File: src/rtl/input_port_requester.sv
`default_nettype none

`ifndef NPORT
`define NPORT 5
`endif

// ============================================================================
//  Module      : input_port_requester
//  Description : Router input port. Buffers upstream flits in a circular
//                FIFO, requests a route for each new packet, waits for the
//                grant and then streams header, size and payload to the
//                crossbar.
//  Revision    : 1.0 - initial release
// ============================================================================
module input_port_requester #(
    parameter int                           FLIT_WIDTH = 16,
    parameter int                           DEPTH      = 16,
    parameter logic [$clog2(`NPORT)-1:0]    PORT_ID    = '0
) (
    input  logic                            clock,
    input  logic                            reset,
    // upstream link
    input  logic                            rx,
    input  logic [FLIT_WIDTH-1:0]           data_in,
    output logic                            credit_o,
    // arbitration handshake
    output logic                            h,
    output logic [$clog2(`NPORT)-1:0]       req_port,
    output logic [FLIT_WIDTH-1:0]           header,
    input  logic                            ack_h,
    // crossbar side
    output logic                            data_av,
    output logic [FLIT_WIDTH-1:0]           data,
    input  logic                            data_ack,
    output logic                            sender
);

    localparam int PTR_W = $clog2(DEPTH);
    localparam int CNT_W = PTR_W + 1;

    localparam logic [2:0] S_IDLE    = 3'd0;
    localparam logic [2:0] S_REQ     = 3'd1;
    localparam logic [2:0] S_HEADER  = 3'd2;
    localparam logic [2:0] S_SIZE    = 3'd3;
    localparam logic [2:0] S_PAYLOAD = 3'd4;

    // ------------------------------------------------------------------
    // State
    // ------------------------------------------------------------------
    logic [FLIT_WIDTH-1:0]  mem_q [DEPTH];
    logic [PTR_W-1:0]       wr_ptr_q, wr_ptr_d;
    logic [PTR_W-1:0]       rd_ptr_q, rd_ptr_d;
    logic [CNT_W-1:0]       count_q,  count_d;
    logic [2:0]             state_q,  state_d;
    logic [FLIT_WIDTH-1:0]  cnt_q,    cnt_d;

    logic                   w_empty;
    logic                   w_wr_en;
    logic                   w_rd_en;
    logic [FLIT_WIDTH-1:0]  w_head;

    // FIFO status and handshake qualifiers; everything here comes from
    // registered state so credit_o and data_av have no input-to-output path.
    assign w_empty  = (count_q == '0);
    assign credit_o = (count_q != CNT_W'(DEPTH));
    assign w_wr_en  = rx && credit_o;
    assign w_rd_en  = data_av && data_ack;
    assign w_head   = mem_q[rd_ptr_q];

    assign data     = w_head;
    assign header   = w_head;
    assign req_port = PORT_ID;

    // Flit storage: written only on an accepted flit, no reset needed
    always_ff @(posedge clock) begin
        if (w_wr_en) begin
            mem_q[wr_ptr_q] <= data_in;
        end
    end

    // FIFO pointer and occupancy update; power-of-two depth makes the
    // pointers wrap by natural overflow
    always_comb begin
        wr_ptr_d = wr_ptr_q;
        rd_ptr_d = rd_ptr_q;
        count_d  = count_q;
        if (w_wr_en) begin
            wr_ptr_d = wr_ptr_q + PTR_W'(1);
        end
        if (w_rd_en) begin
            rd_ptr_d = rd_ptr_q + PTR_W'(1);
        end
        case ({w_wr_en, w_rd_en})
            2'b10:   count_d = count_q + CNT_W'(1);
            2'b01:   count_d = count_q - CNT_W'(1);
            default: count_d = count_q;
        endcase
    end

    // State register for FIFO, FSM and payload counter
    always_ff @(posedge clock) begin
        if (reset) begin
            wr_ptr_q <= '0;
            rd_ptr_q <= '0;
            count_q  <= '0;
            state_q  <= S_IDLE;
            cnt_q    <= '0;
        end else begin
            wr_ptr_q <= wr_ptr_d;
            rd_ptr_q <= rd_ptr_d;
            count_q  <= count_d;
            state_q  <= state_d;
            cnt_q    <= cnt_d;
        end
    end

    // Next-state logic: request, then header, size and N payload flits
    always_comb begin
        state_d = state_q;
        cnt_d   = cnt_q;
        case (state_q)
            S_IDLE: begin
                if (!w_empty) begin
                    state_d = S_REQ;
                end
            end
            S_REQ: begin
                if (ack_h) begin
                    state_d = S_HEADER;
                end
            end
            S_HEADER: begin
                if (w_rd_en) begin
                    state_d = S_SIZE;
                end
            end
            S_SIZE: begin
                if (w_rd_en) begin
                    cnt_d   = w_head;
                    // an empty packet ends on its size flit
                    state_d = (w_head == '0) ? S_IDLE : S_PAYLOAD;
                end
            end
            S_PAYLOAD: begin
                if (w_rd_en) begin
                    cnt_d = cnt_q - FLIT_WIDTH'(1);
                    if (cnt_q == FLIT_WIDTH'(1)) begin
                        state_d = S_IDLE;
                    end
                end
            end
            default: begin
                state_d = S_IDLE;
            end
        endcase
    end

    // Output decode: request while waiting, offer flits only once granted
    always_comb begin
        h       = 1'b0;
        data_av = 1'b0;
        sender  = 1'b0;
        case (state_q)
            S_REQ: begin
                h = 1'b1;
            end
            S_HEADER, S_SIZE, S_PAYLOAD: begin
                sender  = 1'b1;
                data_av = !w_empty;
            end
            default: begin
                h       = 1'b0;
                data_av = 1'b0;
                sender  = 1'b0;
            end
        endcase
    end

endmodule

`default_nettype wire
File: config.mk
export PLATFORM = sky130hd
export DESIGN_NAME = input_port_requester
export DESIGN_NICKNAME = d
export VERILOG_FILES = /design/src/rtl/input_port_requester.sv
export SDC_FILE = /design/constraint.sdc
export NUM_CORES = 1
export LEC_CHECK = 0
export ABC_AREA = 1
export CAP_MARGIN = 0
export CORE_MARGIN = 10
export CORE_UTILIZATION = 50
export CTS_CLUSTER_DIAMETER = 60
export DETAILED_ROUTE_END_ITERATION = 10
export GPL_ROUTABILITY_DRIVEN = 0
export MAX_ROUTING_LAYER = met4
export PLACE_DENSITY = 0.68
export SLEW_MARGIN = 30
export SYNTH_ARGS = -nofsm -noshare
export SYNTH_HDL_FRONTEND = slang
export SYNTH_SLANG_ARGS = --single-unit
export TNS_END_PERCENT = 1
File: constraint.sdc
create_clock -name clock -period 3.2 [get_ports clock]
set_clock_uncertainty 0.1 [all_clocks]
set_input_delay 0.32 -clock clock [delete_from_list [all_inputs] [get_ports clock]]
set_output_delay 0.32 -clock clock [all_outputs]
set_load 0.02 [all_outputs]
==> results.cfg <==
[global_route]
grt_max_degree = 84
antenna_found_initial = 0
grt_pass1_vias = 8748
grt_usage = 0.194
grt_overflow_total = 0
grt_first_pass_wirelength_mm = 49.4

[detailed_routing]
via_count = 9025
wire_per_inst_um = 18.5
ant_nets = 0
drt-pass1-iter-count = 7
drc = 0
via_per_inst = 5.35
drt_wl_total_mm = 31.2
drtIter0Drc = 902

[timing]
setup_violations = 0
finalSetupTns_ns = 0
worstMarginPinSlew_ns = 0.657
rsz0062_at_grt = yes
relSlewSlack = 0.560
fin_crit_sh = 0.964
hold_violations = 0
setup_ws_ns = 0.117
drv_slew = 0
max_freq_mhz = 324
period_needed_ns = 3.08

[final_layout]
antenna-diode-count = 0
layout_commonest_cell = nand2_1
layout_common_cells = nand2_1, edfxtp_1, nand3_1
area_growth_pct = 16.0
final_area_mm2 = 0.0149
drive_gt1_frac = 0.0826
finalNonFillerCells = 1686
fin_nets = 1365

[synth]
synth_seq_cells = 292
yosys.area.top_type = edfxtp_1
yosysSeqAreaShare = 0.656
synth_adder_area_share = 0.0107
avgSynthCellArea_um2 = 9.97
synth_area_leaders = edfxtp_1, nand2_1, nand3_1, dfxtp_1, inv_1
synth_cells = 1285
synth_area_mm2 = 0.0128
synth.top_cell.area_share = 0.600
muxShareOfSynthArea = 0
synth_top_family_by_area = simple AND/OR/NAND/NOR gates
yosys_warnings = 0
synth_compound_area_frac = 0.0460
netlist-cell-type-count = 38
synthXorXnorAreaFrac = 0.00478
yosys.area_share.simple = 0.217

[floorplan]
core_area_mm2 = 0.0252
start_util = 0.509
io_pins = 60
rows = 58
die_area_mm2 = 0.0324
die_y_um = 180
fp.dieW_um = 180

[worst_setup_path]
worstSetupStartpointType = flop
reg2reg_slack_ns = 0.34
ff2ff_path_depth = 16
worstSetupPathType = reg -> out
cp_max_fo = 38
cp.required_ns = 2.78
end_kind = output pin
crit_end = data[15]
reg2reg_from = count_q[1]
rr_endpoint = count_q[4]
worst-endpoint-arrival_ns = 2.66

[worst_hold_path]
holdCritPathClass = in -> reg

[cts]
cts_max_path_buffers = 3
cts_tree = done
cts.sinks = 292
clkTransAtPathRegs_ns = 0.06
clock_tree.htree_level_count = 1
cts_root_buf = clkbuf_16
clk_latency_ns = 0.56
cts_buffers = 31

[pwr]
worst_ir_drop_vdd_v = 0.000428
total_power_uw = 9470
p_leak_uw = 0.00591
power_density_mw_per_mm2 = 637

[place]
pre_cts_ws_ns = 0.374
dp.final_hpwl_mm = 18.6
port_buffers = 56
placed_cell_area_mm2 = 0.0139
dp_cells = 1629

[flow_run]
drv_cap = 0

[run_status]
status = complete, no violations
[layer usage]
layer  share of wire  wire length [um]  vias up  GRT usage
li1                -                 -     4363          -
met4           0.030               936        0     0.0610
met5               0                 0        -          -
met2            0.47             14500      365      0.308
met3           0.079              2450       68     0.0313
met1            0.43             13300     4229      0.251
[cell usage after synthesis]
| master | count |
|---|---|
| xnor2_1 | 1 |
| o221ai_1 | 1 |
| nor4_1 | 2 |
| o31ai_1 | 1 |
| o22ai_1 | 1 |
| nand2_4 | 1 |
| clkbuf_1 | 30 |
| nand3b_1 | 1 |
| nor2_1 | 105 |
| inv_1 | 110 |
| nor3_1 | 5 |
| nand3_1 | 147 |
| or2_2 | 1 |
| buf_2 | 18 |
| inv_2 | 3 |
| nor3_4 | 1 |
| xor2_1 | 6 |
| nand4_1 | 3 |
| a31oi_1 | 1 |
| conb_1 | 1 |
| o211ai_1 | 13 |
| nand2_1 | 406 |
| nand3_4 | 1 |
| edfxtp_1 | 256 |
| and3_1 | 1 |
| o21ai_1 | 2 |
| buf_1 | 7 |
| dfxtp_1 | 36 |
| o21ai_0 | 48 |
| ha_1 | 11 |
| buf_4 | 23 |
| a21o_1 | 1 |
| a21oi_1 | 36 |
| o311ai_0 | 1 |
| clkinv_2 | 1 |
| o21a_1 | 1 |
| o21ai_2 | 1 |
| buf_6 | 1 |
[critical path, stage by stage (launching register included)]
cell	delay, ns
dfxtp_4	0.38
clkinv_2	0.09
buf_6	0.29
nand2_1	0.09
nand2_1	0.07
nand2_1	0.04
nand3_1	0.08
nand3_1	0.09
nand2_1	0.28
clkdlybuf4s50_1	0.68
[registers in the layout, indices dropped and copies added (netlist names), named ones only]
signal / count
wr_ptr_q: 4
rd_ptr_q: 4
cnt_q: 16
count_q: 5
state_q: 3
mem_q: 256
[how the worst min path moves through the flow]
stage,to,from,cells after the start
after floorplan,mem_q[0][0],data_in[0],0
after global placement,cnt_q[14],cnt_q[14],2
after detailed placement,cnt_q[14],cnt_q[14],2
after CTS,rd_ptr_q[0],data_ack,3
after global routing,rd_ptr_q[0],data_ack,3
final,rd_ptr_q[0],data_ack,3
[where the power goes]
| group | internal [uW] | switching, uW | total [uW] |
|---|---|---|---|
| Combinational | 675 | 1240 | 1910 |
| Clock | 1840 | 1430 | 3270 |
| Sequential | 4230 | 59.5 | 4290 |
| Total | 6740 | 2730 | 9470 |
[what timing repair did]
item                                    CTS  global route
gates cloned                              1             0
resized for setup                         2            13
hold buffers                              0             0
setup buffers                             0             0
pin swaps                                 0             0
endpoints found under the setup margin    4            22
[final cells by class]
class | count | area (um^2)
Tap cell | 330 | 413
Multi-Input combinational cell | 802 | 3630
Sequential cell | 292 | 8410
Clock inverter | 11 | 72.6
Timing Repair Buffer | 92 | 1060
Inverter | 114 | 430
Clock buffer | 45 | 848
Fill cell | 2058 | 10300
[kinds of logic (layout without fill, tap and decap cells)]
logic type	after synthesis	after routing
and+or+nand+nor	674	674
other	1	3
xor gates and xnor gates	7	7
adders and majority gates	11	11
DFF	292	292
AOI/OAI and AO/OA	107	107
buffers and inverters	193	262
[through the flow]
step / hold WS [ns] / util
floorplan: 0.319 / -
global placement: 0.364 / 0.551
detailed placement: 0.366 / 0.551
CTS: 0.341 / 0.589
global route: 0.366 / 0.591
finish: 0.354 / 0.591
Note: power is estimated with default switching activity, not from simulation.
==> RTL change 1, RTL diff (config.mk and constraints unchanged) <==
Set the parameter `FLIT_WIDTH` to 32 (it was 16).
--- a/src/rtl/input_port_requester.sv
+++ b/src/rtl/input_port_requester.sv
@@ -14,5 +14,5 @@
 // ============================================================================
 module input_port_requester #(
-    parameter int                           FLIT_WIDTH = 16,
+    parameter int                           FLIT_WIDTH = 32,
     parameter int                           DEPTH      = 16,
     parameter logic [$clog2(`NPORT)-1:0]    PORT_ID    = '0
Interface: changed (resized data, data_in and header); port bits go from 60 to 108. No check against the original RTL was run, so the function may have changed too.
==> RTL change 1 against the original RTL <==
The flow now finishes with violations (negative setup slack); routed wire length increased by 110%; hold slack got worse by 0.070 ns; fmax down 6.2%; design area rose by 91%; sequential share of layout area rose by 1.4 points; combinational power up 59%; synthesized area increased by 91%; sequential cell count up 272; power up 88%; clock power is 100% higher; worst setup slack got worse by 0.20 ns; critical path type unchanged.
==> RTL change 1: results (changes against the original RTL) <==
| Metric | Value |
|---|---|
| Net Switching | 4.83 mW (was 2.73 mW) |
| Syn Area/Cell | 10.5 um^2 (was 9.97 um^2) |
| Worst-path fanout max | 45 (was 38) |
| Synth top area cells | edfxtp_1 (63%), nand2_1 (9.8%), nand3_1 (5.3%) (was edfxtp_1 (60%), nand2_1 (12%), nand3_1 (5.7%)) |
| Largest net degree at the start of global routing | 76 (was 84) |
| Drt initial violations | 1,985 (was 902) |
| Pre-CTS WS | 0.296 ns (was 0.374 ns) |
| Post-synth EDFFs | 512 (was 256) |
| Crit path kind | reg -> out (unchanged) |
| Status | complete, but fails checks (was finished, final reports clean) |
| Clock tree buffer depth | 3 (unchanged) |
| Clk_lat worst skew | 0.62 ns (was 0.56 ns) |
| Port bufs | 104 (was 56) |
| DR WL/cell | 21.2 um (was 18.5 um) |
| Reg2reg start | state_q[0] (was count_q[1]) |
| Main synth FF type | edfxtp_1 (unchanged) |
| CTS buffer count | 55 (was 31) |
| Largest regs | mem_q (512), cnt_q (32), count_q (5) (was mem_q (256), cnt_q (16), count_q (5)) |
| H-tree Lvls | 2 (was 1) |
| Vias | 17,300 (was 9,025) |
| Failing checks | negative setup slack |
| Initial DRT Pass Iterations | 6 (was 7) |
| Synth cell count leaders | nand2_1 (642), edfxtp_1 (512), nand3_1 (259) (was nand2_1 (406), edfxtp_1 (256), nand3_1 (147)) |
| Min-delay src | data_ack (unchanged) |
| Tightest Pin Transition | 0.642 ns (was 0.657 ns) |
| Non-Filler Instances | 3,125 (was 1,686) |
| Fill cell count | 3,922 (was 2,058) |
| Post-layout net count | 2,458 (was 1,365) |
| Max rail drop VDD | 0.399 mV (was 0.428 mV) |
| Sequential-to-total area share from yosys stat | 67.0% (was 65.6%) |
| Gr usage total | 23.2% (was 19.4%) |
| First-pass GRT wire length | 98.4 mm (was 49.4 mm) |
| Ys Warns | 0 (unchanged) |
| WP data arrival | 2.87 ns (was 2.66 ns) |
| Layout cells sized above 1 | 7.70% (was 8.26%) |
| Async set-reset flop share out of synthesis | 0% (unchanged) |
| Placed cells | 3,014 (was 1,629) |
| Final worst slack | -0.0862 ns (was 0.117 ns) |
| Setup-failing EPs final | 8 (was 0) |
| Cell variety after synth | 37 (was 38) |
| Static leakage | 11.0 nW (was 5.91 nW) |
| Number of global-route vias before repair | 16,300 (was 8,748) |
| Initial antenna violation count | 8 (was 0) |
| Post-DP HPWL | 37.5 mm (was 18.6 mm) |
| Fin Setup TNS | -0.435 ns (was 0 ns) |
| Clock slew at reported path FFs | 0.06 ns (about the same) |
[RTL change 1: cell types whose count changed after synthesis, moves of 30 or more]
cell      before  now
nand2_1      406  642
o211ai_1      13   59
nand3_1      147  259
edfxtp_1     256  512
buf_2         18   48
inv_1        110  158
o21ai_0       48  112
nor2_1       105  248
[RTL change 1: path summary, 6_finish.rpt]
check        depth (start not counted)  slack, ns           to
max reg2reg                         19       0.27   count_q[4]
min                                  3       0.28  rd_ptr_q[0]
min reg2reg                          2       0.38  rd_ptr_q[3]
max                                  9      -0.09     data[12]
[RTL change 1: routing by layer]
metal  global-route usage [%]  wire length, um  share of wire (%)  vias to the layer above
met2                     35.3            30500                 46                      861
li1                         -                -                  -                     8056
met1                     29.7            26500                 40                     8269
met3                     5.16             6940                 10                      156
met4                     9.74             2270                3.4                        0
met5                        -                0                  0                        -
[RTL change 1: repair_timing]
item                       CTS  global route
setup endpoints to repair   61            45
gates resized for setup     33            39
setup buffers                0             1
cloned                       2             0
[RTL change 1: layout make-up]
class	instances	area share, %
diodes	6	0.0530
clock buffers	78	5.47
clock inverters	24	0.936
inverters	165	2.27
multi-input cells	1458	23.6
flip-flops and latches	564	58.0
well taps	664	2.93
repair buffers	166	6.83
[RTL change 1: power groups by stage]
stage	Combinational [mW]	Sequential [mW]	Clock, mW
after floorplan	1.95	8.38	0
after global placement	2.91	8.39	0
after detailed placement	2.96	8.40	0
after CTS	3.02	8.25	6.61
after global routing	3.29	8.27	6.90
final	3.03	8.26	6.55
[RTL change 1: metrics by stage]
step	hold slack, ns	area (um^2)
2_1_floorplan	0.319	24500
3_3_place_gp	0.348	26300
3_5_place_dp	0.361	26300
4_1_cts	0.267	28200
5_1_grt	0.311	28300
6_report	0.284	28300
[RTL change 1: worst max-delay path, stage by stage (launching register included)]
cell             delay (ns)
dfxtp_4                0.43
inv_12                 0.22
buf_12                 0.23
nand2_1                0.07
nand2_1                0.07
nand2_1                0.05
nand3_1                0.09
nand3_1                0.18
nand2_1                0.25
clkdlybuf4s50_1        0.65
[RTL change 1: logic make-up (layout without fill, tap and decap cells)]
group                    count (synthesis)  in the layout  share of synthesized area (%)
XOR/XNOR                                14             14                          0.500
buffers and inverters                  323            433                           6.46
AO/OA/AOI/OAI                          244            244                           5.67
other                                    1              9                         0.0153
AND/OR/NAND/NOR                       1186           1186                           19.8
flip-flops                             564            564                           67.0
adder cells (fa/ha/maj)                 11             11                          0.561
==> RTL change 2, RTL diff (same flow settings) <==
Without the edit above. Reset style: asynchronous (`reset`), changed in one clocked block.
--- a/src/rtl/input_port_requester.sv
+++ b/src/rtl/input_port_requester.sv
@@ -99,5 +99,5 @@
 
     // State register for FIFO, FSM and payload counter
-    always_ff @(posedge clock) begin
+    always_ff @(posedge clock or posedge reset) begin
         if (reset) begin
             wr_ptr_q <= '0;
Formal check against the unedited RTL: differs if reset is asserted again (counterexample within 4 cycles, from zero or initial values and one cycle with reset high); with reset held inactive, the same outputs for 4 cycles.
==> RTL change 2 against the original RTL <==
Design area fell by 0.83%; global-route usage decreased by 0.73 points; synthesized area increased by 0.14%; routed wire length shrank 2.0%; via count down 2.1%; count of clock-buffer cells in the layout decreased by 9; critical path depth unchanged; sequential cell count shrank 4; worst setup slack worse by 0.076 ns; hold slack got worse by 0.25 ns; utilization fell by 0.66 points; critical path type unchanged.
Power is not compared: it rests on default switching activity, and its combinational part moved more than twofold at a synthesized area within 25%.
==> RTL change 2: results (changes against the original RTL) <==
| Metric | Value |
|---|---|
| Status | finished, final reports clean (unchanged) |
| Port bufs | 56 (unchanged) |
| H-tree Lvls | 1 (unchanged) |
| Largest net degree at the start of global routing | 90 (was 84) |
| Gr usage total | 18.7% (was 19.4%) |
| Signal buffers share of area | 6.98% (was 7.15%) |
| Inverters | 115 (was 114) |
| Ys Warns | 0 (unchanged) |
| Largest regs | mem_q (256), cnt_q (16), count_q (5) (unchanged) |
| Placed cells | 1,604 (was 1,629) |
| Clock tree buffer depth | 3 (unchanged) |
| Initial DRT Pass Iterations | 6 (was 7) |
| Vias | 8,838 (was 9,025) |
| Clock buffers | 36 (was 45) |
| Multi-input logic portion of the cell area | 23.8% (was 24.4%) |
| Clock buf/inv share | 5.91% (was 6.19%) |
| Post-layout net count | 1,339 (was 1,365) |
| Post-synth EDFFs | 256 (unchanged) |
| Multi-In Gates | 771 (was 802) |
| Placement-stage cell area | 0.0138 mm^2 (was 0.0139 mm^2) |
| Worst-path fanout max | 58 (was 38) |
| Synth top area cells | edfxtp_1 (60%), nand2_1 (12%), dfrtp_1 (6.2%) (was edfxtp_1 (60%), nand2_1 (12%), nand3_1 (5.7%)) |
| Async set-reset flop share out of synthesis | 11.1% (was 0%) |
| Drt initial violations | 890 (was 902) |
| Sequential-to-total area share from yosys stat | 66.1% (was 65.6%) |
| First-pass GRT wire length | 47.6 mm (was 49.4 mm) |
| Non-Filler Instances | 1,654 (was 1,686) |
| Layout cells sized above 1 | 8.25% (was 8.26%) |
| Area grow syn2layout | 14.9% (was 16.0%) |
| Synth cell count leaders | nand2_1 (402), edfxtp_1 (256), nand3_1 (136) (was nand2_1 (406), edfxtp_1 (256), nand3_1 (147)) |
| Main synth FF type | edfxtp_1 (unchanged) |
| DR WL/cell | 18.5 um (about the same) |
| WP data arrival | 2.74 ns (was 2.66 ns) |
| Initial antenna violation count | 2 (was 0) |
| Signal buffers | 100 (was 92) |
| Root buffer cell | clkbuf_16 (unchanged) |
| Pre-CTS WS | 0.531 ns (was 0.374 ns) |
| Seq/total area | 57.6% (was 56.6%) |
| Number of global-route vias before repair | 8,461 (was 8,748) |
| Fill cell count | 2,059 (was 2,058) |
| Antenna cells | 2 (was 0) |
| Cell variety after synth | 39 (was 38) |
| Worst hold path type | in -> async (was in -> reg) |
| Post-DP HPWL | 19.0 mm (was 18.6 mm) |
| Slew headroom | 50.9% (was 56.0%) |
| Num sequential | 288 (was 292) |
| Post-synthesis cell count | 1,249 (was 1,285) |
| CTS buffer count | 30 (was 31) |
## RTL change 2: worst paths after layout
path,cells after the start,endpoint,slack (ns),from
min in group clock,3,rd_ptr_q[0],0.38,data_ack
max in group asynchronous,3,cnt_q[2],2.26,reset
setup / recovery,9,header[11],0.04,rd_ptr_q[0]
hold / removal,2,cnt_q[11],0.11,reset
hold reg to reg,1,count_q[4],0.41,count_q[4]
setup reg to reg,14,count_q[4],0.52,state_q[1]
## RTL change 2: routing by layer
layer	share of wire [%]	up-vias	GRT usage, %
met5	0	-	-
li1	-	4248	-
met2	47	308	29.5
met1	44	4242	24.7
met3	7.9	40	3.53
met4	1.5	0	4.17
## RTL change 2: repair_timing
| action | CTS | global route |
|---|---|---|
| setup endpoints to repair | 6 | 24 |
| endpoints found under the hold margin | 0 | 0 |
| resized for setup | 6 | 20 |
| pin swaps | 0 | 0 |
| hold buffers | 0 | 0 |
## RTL change 2: logic make-up (layout without fill, tap and decap cells)
logic type                 count (synthesis)  count (layout)  synth area share [%]
AOI/OAI and AO/OA                         84              84                  3.74
and+or+nand+nor                          661             661                  21.1
xor gates and xnor gates                  11              11                 0.751
adders and majority gates                 12              12                  1.23
other                                      1               5                0.0292
buffers and inverters                    192             263                  6.98
DFF                                      288             288                  66.1
## RTL change 2: worst max-delay path: stages (launching register included)
cell and delay (ns):
dfrtp_4 0.51, clkinv_2 0.11, buf_12 0.25, nand2_1 0.10, nand2_1 0.07, nand2_1 0.05
nand3_1 0.09, nand3_1 0.06, nand2_1 0.25, clkdlybuf4s50_1 0.68
## RTL change 2: power groups by stage
stage	sequential [mW]	clock (mW)	combinational, mW
after floorplan	4.89	0	4.18
after global placement	4.96	0	6.16
after detailed placement	4.97	0	6.24
after CTS	4.90	3.17	6.20
after global routing	4.95	3.33	6.77
final	4.90	3.14	6.16
